$ cat src/rtl/clk_rst_pkg.sv
// Shared types and default constants for the MMCM reset sequencer.
package clk_rst_pkg;

  typedef enum logic [2:0] {
    MRST    = 3'd0,
    WAIT    = 3'd1,
    STABLE  = 3'd2,
    RELEASE = 3'd3,
    RUN     = 3'd4
  } seq_state_t;

  localparam int DEF_NUM_STAGES         = 3;
  localparam int DEF_MMCM_RST_CYCLES    = 16;
  localparam int DEF_LOCK_STABLE_CYCLES = 1024;
  localparam int DEF_STAGE_GAP          = 16;
  localparam int DEF_LOCK_TIMEOUT       = 65536;

  function automatic int max_of(input int a, input int b);
    return (a > b) ? a : b;
  endfunction

endpackage

$ cat src/rtl/sync_2ff.sv
// Two-flop single-bit synchronizer for a level signal crossing into clk.
module sync_2ff (
  input  logic clk,
  input  logic rst,
  input  logic d,
  output logic q
);

  (* ASYNC_REG = "TRUE" *) logic meta_q;
  (* ASYNC_REG = "TRUE" *) logic sync_q;
  logic meta_d;
  logic sync_d;

  always_comb begin
    meta_d = d;
    sync_d = meta_q;
  end

  always_ff @(posedge clk) begin
    if (rst) begin
      meta_q <= 1'b0;
      sync_q <= 1'b0;
    end else begin
      meta_q <= meta_d;
      sync_q <= sync_d;
    end
  end

  assign q = sync_q;

endmodule

$ cat src/rtl/clk_rst_sequencer.sv
// Pulses MMCM reset, qualifies lock, then releases stage resets in order.
// Any lock loss after release or a software request restarts from MRST.
module clk_rst_sequencer
  import clk_rst_pkg::*;
#(
  parameter int NUM_STAGES         = DEF_NUM_STAGES,
  parameter int MMCM_RST_CYCLES    = DEF_MMCM_RST_CYCLES,
  parameter int LOCK_STABLE_CYCLES = DEF_LOCK_STABLE_CYCLES,
  parameter int STAGE_GAP          = DEF_STAGE_GAP,
  parameter int LOCK_TIMEOUT       = DEF_LOCK_TIMEOUT
) (
  input  logic                  clk12,
  input  logic                  rst,
  input  logic                  locked_async,
  input  logic                  sw_reset_req,
  output logic                  mmcm_rst,
  output logic [NUM_STAGES-1:0] rst_stage,
  output logic                  ready,
  output logic [7:0]            lock_loss_count,
  output logic [7:0]            timeout_count
);

  localparam int MAX_PARAM = max_of(max_of(MMCM_RST_CYCLES, LOCK_STABLE_CYCLES),
                                    max_of(STAGE_GAP, LOCK_TIMEOUT));
  localparam int CNT_W = (MAX_PARAM > 1) ? $clog2(MAX_PARAM) : 1;
  localparam int IDX_W = $clog2(NUM_STAGES + 1);

  localparam logic [CNT_W-1:0] MRST_LAST    = CNT_W'(MMCM_RST_CYCLES - 1);
  localparam logic [CNT_W-1:0] STABLE_LAST  = CNT_W'(LOCK_STABLE_CYCLES - 1);
  localparam logic [CNT_W-1:0] GAP_LAST     = CNT_W'(STAGE_GAP - 1);
  localparam logic [CNT_W-1:0] TIMEOUT_LAST = CNT_W'(LOCK_TIMEOUT - 1);
  localparam logic [IDX_W-1:0] IDX_ALL      = IDX_W'(NUM_STAGES);

  logic                  lock_s;
  seq_state_t            state_q, state_d;
  logic [CNT_W-1:0]      cnt_q, cnt_d;
  logic [IDX_W-1:0]      idx_q, idx_d;
  logic [7:0]            lock_loss_q, lock_loss_d;
  logic [7:0]            timeout_q, timeout_d;
  logic                  mmcm_rst_q, mmcm_rst_d;
  logic [NUM_STAGES-1:0] rst_stage_q, rst_stage_d;
  logic                  ready_q, ready_d;
  logic                  lock_abort;
  logic                  sw_abort;

  sync_2ff u_lock_sync (
    .clk (clk12),
    .rst (rst),
    .d   (locked_async),
    .q   (lock_s)
  );

  always_ff @(posedge clk12) begin
    if (rst) begin
      state_q     <= MRST;
      cnt_q       <= '0;
      idx_q       <= '0;
      lock_loss_q <= 8'd0;
      timeout_q   <= 8'd0;
      mmcm_rst_q  <= 1'b1;
      rst_stage_q <= '1;
      ready_q     <= 1'b0;
    end else begin
      state_q     <= state_d;
      cnt_q       <= cnt_d;
      idx_q       <= idx_d;
      lock_loss_q <= lock_loss_d;
      timeout_q   <= timeout_d;
      mmcm_rst_q  <= mmcm_rst_d;
      rst_stage_q <= rst_stage_d;
      ready_q     <= ready_d;
    end
  end

  // Lock loss is checked before the software request so a coincident pair is counted.
  always_comb begin
    state_d     = state_q;
    cnt_d       = cnt_q + 1'b1;
    idx_d       = idx_q;
    lock_loss_d = lock_loss_q;
    timeout_d   = timeout_q;
    lock_abort  = ((state_q == RELEASE) || (state_q == RUN)) && !lock_s;
    sw_abort    = sw_reset_req && (state_q != MRST);

    if (lock_abort) begin
      state_d = MRST;
      cnt_d   = '0;
      idx_d   = '0;
      if (lock_loss_q != 8'hFF) lock_loss_d = lock_loss_q + 8'd1;
    end else if (sw_abort) begin
      state_d = MRST;
      cnt_d   = '0;
      idx_d   = '0;
    end else begin
      case (state_q)
        MRST: begin
          if (cnt_q == MRST_LAST) begin
            state_d = WAIT;
            cnt_d   = '0;
          end
        end
        WAIT: begin
          if (lock_s) begin
            state_d = STABLE;
            cnt_d   = '0;
          end else if (cnt_q == TIMEOUT_LAST) begin
            state_d = MRST;
            cnt_d   = '0;
            if (timeout_q != 8'hFF) timeout_d = timeout_q + 8'd1;
          end
        end
        STABLE: begin
          if (!lock_s) begin
            state_d = WAIT;
            cnt_d   = '0;
          end else if (cnt_q == STABLE_LAST) begin
            state_d = RELEASE;
            cnt_d   = '0;
            idx_d   = IDX_W'(1);
          end
        end
        RELEASE: begin
          if (cnt_q == GAP_LAST) begin
            cnt_d = '0;
            if (idx_q == IDX_ALL) state_d = RUN;
            else                  idx_d   = idx_q + 1'b1;
          end
        end
        RUN: begin
          cnt_d = cnt_q;
        end
        default: begin
          state_d = MRST;
          cnt_d   = '0;
          idx_d   = '0;
        end
      endcase
    end
  end

  always_comb begin
    mmcm_rst_d = (state_d == MRST);
    ready_d    = (state_d == RUN);
  end

  // idx counts released stages, so the stage vector is a thermometer and cannot release out of order.
  genvar gi;
  generate
    for (gi = 0; gi < NUM_STAGES; gi++) begin : g_stage
      assign rst_stage_d[gi] = (idx_d <= IDX_W'(gi));
    end
  endgenerate

  assign mmcm_rst        = mmcm_rst_q;
  assign rst_stage       = rst_stage_q;
  assign ready           = ready_q;
  assign lock_loss_count = lock_loss_q;
  assign timeout_count   = timeout_q;

endmodule
$ cat config.mk
export PLATFORM = sky130hd
export DESIGN_NAME = clk_rst_sequencer
export DESIGN_NICKNAME = d
export VERILOG_FILES = /design/src/rtl/clk_rst_pkg.sv /design/src/rtl/sync_2ff.sv /design/src/rtl/clk_rst_sequencer.sv
export SDC_FILE = /design/constraint.sdc
export NUM_CORES = 1
export LEC_CHECK = 0
export CAP_MARGIN = 5
export CORE_MARGIN = 4
export CORE_UTILIZATION = 30
export DETAILED_ROUTE_END_ITERATION = 16
export DONT_BUFFER_PORTS = 1
export SETUP_SLACK_MARGIN = 0.3
export SYNTH_ARGS = -nofsm -noshare
export SYNTH_HDL_FRONTEND = slang
export SYNTH_SLANG_ARGS = --single-unit
$ cat constraint.sdc
create_clock -name clk12 -period 2.4 [get_ports clk12]
set_input_delay 0.48 -clock clk12 [delete_from_list [all_inputs] [get_ports clk12]]
set_output_delay 0.48 -clock clk12 [all_outputs]
set_load 0.1 [all_outputs]
# Word level (Yosys, flattened, before mapping)
# Cells that the tools add are included.
# word_totals
regBits	44
in_bits	4
output_inout_bits	21
wordCells	66
# classes
add_sub_neg	4
magnitude_cmp	3
n_eq_ne	11
muxes	23
bitwise_logic	3
n_reduce_logical	12
# ops
cell	n
two-way mux 16 bit	5
case mux 16 bit (4 select lines)	1
two-way mux 3 bit	9
adder 16 x 1 -> 16 bit, second input constant	1
adder 8 x 1 -> 8 bit, second input constant	2
== test 16 x 10 -> 1 bit, second input constant	1
== test 16 bit, second input constant	1
== test 16 x 4 -> 1 bit, second input constant	1
inequality test 8 bit, second input constant	2
case mux 3 bit (5 select lines)	1
two-way mux 2 bit	6
== test 3 x 2 -> 1 bit, second input constant	2
== test 3 bit, second input constant	2
zero test 3 bit	2
case mux 2 bit (3 select lines)	1
AND reduction 6 bit	1
OR reduction 3 bit	2
<= comparator 2 x 1 -> 1 bit, second input constant	2
== test 3 x 1 -> 1 bit, second input constant	1
inverter 1 bit	3
nonzero test 3 bit	1
adder 2 x 1 -> 2 bit, second input constant	1
== test 2 bit, second input constant	1
<= comparator 2 bit, second input constant	1
5 further kinds	6

# Logic depth before layout (Yosys ltp)
# logic_depth
word_depth	7
depth_mapped	7

# Cells and area by module
# From an unflattened synthesis, not the netlist that was laid out.
# unflattened
cells_unflattened	264
area_unflattened_um2	2233.4
# by_module_without_submodules
mod	instances	cells_each	area_per_inst_um2
clk_rst_sequencer	1	260	2180.8
sync_2ff	1	4	52.6

# Worst setup path before layout
# Ideal clock, no wire load.
# synth_path
kind	reg-to-reg
from	reg lock_loss_q[0], in the netlist lock_loss_count[0]
to	reg lock_loss_q[5], in the netlist lock_loss_count[5]
arrival_ps	2201
required_time_ps	2272
path_slack_ps	71
stages_incl_launch_ff	8
path_cell_list	dfxtp_1 ha_1 nand3_1 o221a_2 clkbuf_1 nand4_1 xor2_1 nor2_1
# synth_via
elab_chain_len	2
word_cells_on_any_way	3
cone_classes	1 x add/sub; 1 x eq/ne; 1 x reduce/logical
# synth_rtl
element	line	source
start, declared	clk_rst_sequencer.sv:38	logic [7:0] lock_loss_q, lock_loss_d;
start signal, assigned	clk_rst_sequencer.sv:67	lock_loss_q <= lock_loss_d;
parallel branches: the longest is 2 deep, another holds adder 8 x 1 -> 8 bit	-	
# Parallel ways; which one is timed is not known.
# A chain may end at the register's enable or synchronous reset.

# Worst setup path in the final report
# layout_path
from	reg cnt_q[5]
to	reg cnt_q[15]
# layout_via
elab_chain_len	4
word_cells_on_any_way	10
cone_classes	1 x add/sub; 3 x eq/ne; 6 x mux
# layout_rtl
element	line	source
start, declared	clk_rst_sequencer.sv:36	logic [CNT_W-1:0] cnt_q, cnt_d;
start signal, assigned	clk_rst_sequencer.sv:65	cnt_q <= cnt_d;
adder 16 x 1 -> 16 bit (tied with other cells)	clk_rst_sequencer.sv:78	cnt_d = cnt_q + 1'b1;
two-way mux 16 bit (on tied branches)	clk_rst_sequencer.sv:116, clk_rst_sequencer.sv:106	
two-way mux 16 bit (on tied branches)	clk_rst_sequencer.sv:113, clk_rst_sequencer.sv:103	
case mux 16 bit (4 select lines) (*)	clk_rst_sequencer.sv:95	case (state_q)
# Every way passes the cells marked *; elsewhere a longest branch is shown, timed or not.

==> qor.txt <==
crit-path max cell delay -> 0.55 ns
share of layout cells above drive strength 1 -> 35.89%
drt drc -> 0
synth top area cells -> dfxtp_1 38%, nor2_1 5.4%, a2111oi_0 4.2%
Slew headroom -> 63.30%
Main synth FF type -> dfxtp_1
Port Buf Inserts -> 0
multi-input combinational cell area -> 1633 um^2
Worst VDD drop -> 0.0001902 V
grt total ovfl -> 0
crit start category -> flop
Synth top area share -> 38.10%
Hold/Removal Path Class -> input port to flop
CTS Root Cell -> clkbuf_8
H-tree lvl count -> 2
crit share post-route -> 89.65%
Fillers -> 733
initial core utilization -> 31.38%
fin nets -> 332
required time of the critical path -> 2.57 ns
Post-Syn Nets -> 280
Clock Sinks -> 44
largest net degree at the start of global routing -> 20
die span in y -> 95.79 um
LEAKAGE -> 1.128 nW
worst path cell trace -> or4_4 > nor4_4 > nor3_4 > buf_4 > o41ai_2 > a21oi_1
clock network fraction of design power -> 41.8%
Final GP Congestion -> 0.8300
num rows -> 31
Detailed Place HPWL -> 4.352 mm
f_max -> 464.8 MHz
register area -> 900.9 um^2
count leader, synth -> dfxtp_1
most frequent cells after synthesis -> 44 x dfxtp_1, 33 x nor2_1, 20 x nand2_1
EDFF count, synth -> 0
drt initial violations -> 106
mean routed wirelength per cell -> 15.22 um
P&R area growth vs syn -> 39.23%
synthesis-stage register bit count -> 44
crit path kind -> flop to flop
Buf/Inv on CP -> 1
CTS Buf Count -> 5
Final Setup Violations -> 0
Clock Latency Late Sink -> 0.29 ns
Max Slew Vio Count -> 0
Reg power frac -> 55.5%
Die Width -> 95.79 um
Largest delay share family, worst path -> simple AND/OR/NAND/NOR gates
Synth Warn # -> 0
worst slack at placement -> 0.1250 ns
vias in the first global route -> 2025
synthesized area per cell -> 8.470 um^2
combinational power share -> 2.7%
All-Layer GR Usage -> 13.68%
ys async rst share -> 0%
IO Pins -> 25
dpl cells -> 400
final core occ -> 43.68%
register area share after synthesis -> 38.10%
largest fanout on the critical path -> 6
DRT Pass-1 Iters -> 4
first-pass GRT wire length -> 9.929 mm
CTS tree -> done
outcome -> completed
switch share -> 20.70%
P_sw -> 276.3 uW
crit path time final -> 2.152 ns
CP arrival -> 2.32 ns
maxcap violations -> 0
antenna viol nets, final -> 0
Setup TNS Final -> 0 ns
Die ar. -> 9176 um^2
Post-Syn Instances -> 273
WL final -> 6.469 mm
Diodes inserted -> 0
unrepaired setup endpoints after global routing -> true
Finished Layout Cells -> 425
CTS Hold Bufs -> 0
Final WS setup -> 0.2484 ns
leading area contributor after synthesis -> dfxtp_1
CTS max path bufs -> 2
DR vias -> 2279
Via-to-Cell Ratio -> 5.362
clk_skew -> 0.01008 ns
Cell Int Power -> 1.058 mW
Synth Cell Area -> 2312 um^2
CTS clk-pin slew, worst paths -> 0.09 ns
Tightest Pin Transition -> 0.5492 ns
Setup crit end kind -> flop
Fin. Hold Viols -> 0
slowest CP cell -> or4_4
pwr/cell area -> 414.6 nW/um^2
initial antenna violation count -> 0
Core ar. -> 7370 um^2
post-synth cell types -> 49
-- worst paths after layout --
path | from | end | slack, ns | depth (start not counted)
worst max-delay path | cnt_q[5] | cnt_q[15] | 0.25 | 6
worst min-delay path | rst | lock_loss_count[3] | 0.24 | 1
worst max register to register | cnt_q[5] | cnt_q[15] | 0.25 | 6
worst min register to register | u_lock_sync.meta_q | u_lock_sync.q | 0.45 | 1
-- layout by cell type, fill, tap and decap left out, drive strengths merged, types with 10 or more instances in the layout --
master / netlist / routed
nand2: 20 / 20
nand3: 11 / 11
nor2: 34 / 34
nand4: 14 / 14
a2111oi: 11 / 11
a21oi: 14 / 14
o21ai: 11 / 11
dfxtp: 44 / 44
buf: 5 / 56
and3: 10 / 10
nor4: 11 / 11
-- power groups by stage --
| stage | Clock [mW] | Sequential, mW | Combinational [mW] |
|---|---|---|---|
| final | 0.558 | 0.741 | 0.0361 |
| after floorplan | 0 | 0.757 | 0.0241 |
| after detailed placement | 0 | 0.758 | 0.0296 |
| after CTS | 0.573 | 0.741 | 0.0301 |
| after global placement | 0 | 0.758 | 0.0290 |
| after global routing | 0.603 | 0.742 | 0.0404 |
-- per-stage QoR --
step | hold WS [ns] | power (mW) | area, um^2
2_1_floorplan | 0.4138 | 0.7806 | 2330
3_3_place_gp | 0.4364 | 0.7870 | 2701
3_5_place_dp | 0.4309 | 0.7876 | 2701
4_1_cts | 0.2291 | 1.344 | 2892
5_1_grt | 0.2265 | 1.385 | 3219
6_report | 0.2444 | 1.335 | 3219
-- kinds of logic (layout without fill, tap and decap cells) --
kind of cell / Yosys count / after routing / share of synthesized area, %
flip-flops: 44 / 44 / 38.10
XOR/XNOR: 10 / 10 / 3.788
AND/OR/NAND/NOR: 132 / 132 / 32.95
multiplexers: 8 / 8 / 3.463
AO/OA/AOI/OAI: 57 / 57 / 16.83
adder cells (fa/ha/maj): 3 / 3 / 1.624
buffers and inverters: 19 / 72 / 3.247
-- worst register-to-register path: cells and delay by family, from the launching register on --
kind,cells,cell delay (ns)
compound gates,2,0.41
buf+inv,1,0.17
flops,1,0.34
simple gates,3,1.10
-- state kept, by name (all words and copies together), names as in the netlist --
| name | count |
|---|---|
| cnt_q | 16 |
| lock_loss_count | 8 |
| timeout_count | 8 |
| rst_stage | 3 |
| state_q | 3 |
| idx_q | 2 |
| mmcm_rst | 1 |
| ready | 1 |
| u_lock_sync.meta_q | 1 |
| u_lock_sync.q | 1 |
-- area by class of cell --
type,count,share of cell area (%)
multi-input combinational,210,50.72
timing repair buffer,56,13.18
clock inverter,2,1.088
sequential,44,27.98
tap,99,3.848
clock buffer,6,2.254
inverter,8,0.9328
-- routing by layer --
| metal | track usage [%] | vias up | wire, um |
|---|---|---|---|
| met5 | 0 | - | 0 |
| met4 | 6.280 | 0 | 163 |
| met3 | 3.127 | 15 | 287 |
| met2 | 20.56 | 58 | 3034 |
| met1 | 18.52 | 1074 | 2984 |
| li1 | - | 1132 | - |
-- timing repair --
item / 4_1_cts / 5_1_grt
resized for setup: 13 / 49
setup endpoints to repair: 21 / 27
setup buffers: 5 / 11
cloned: 0 / 1
pin swaps: 6 / 19
endpoints found under the hold margin: 0 / 0
Note: power is estimated with default switching activity, not from simulation.
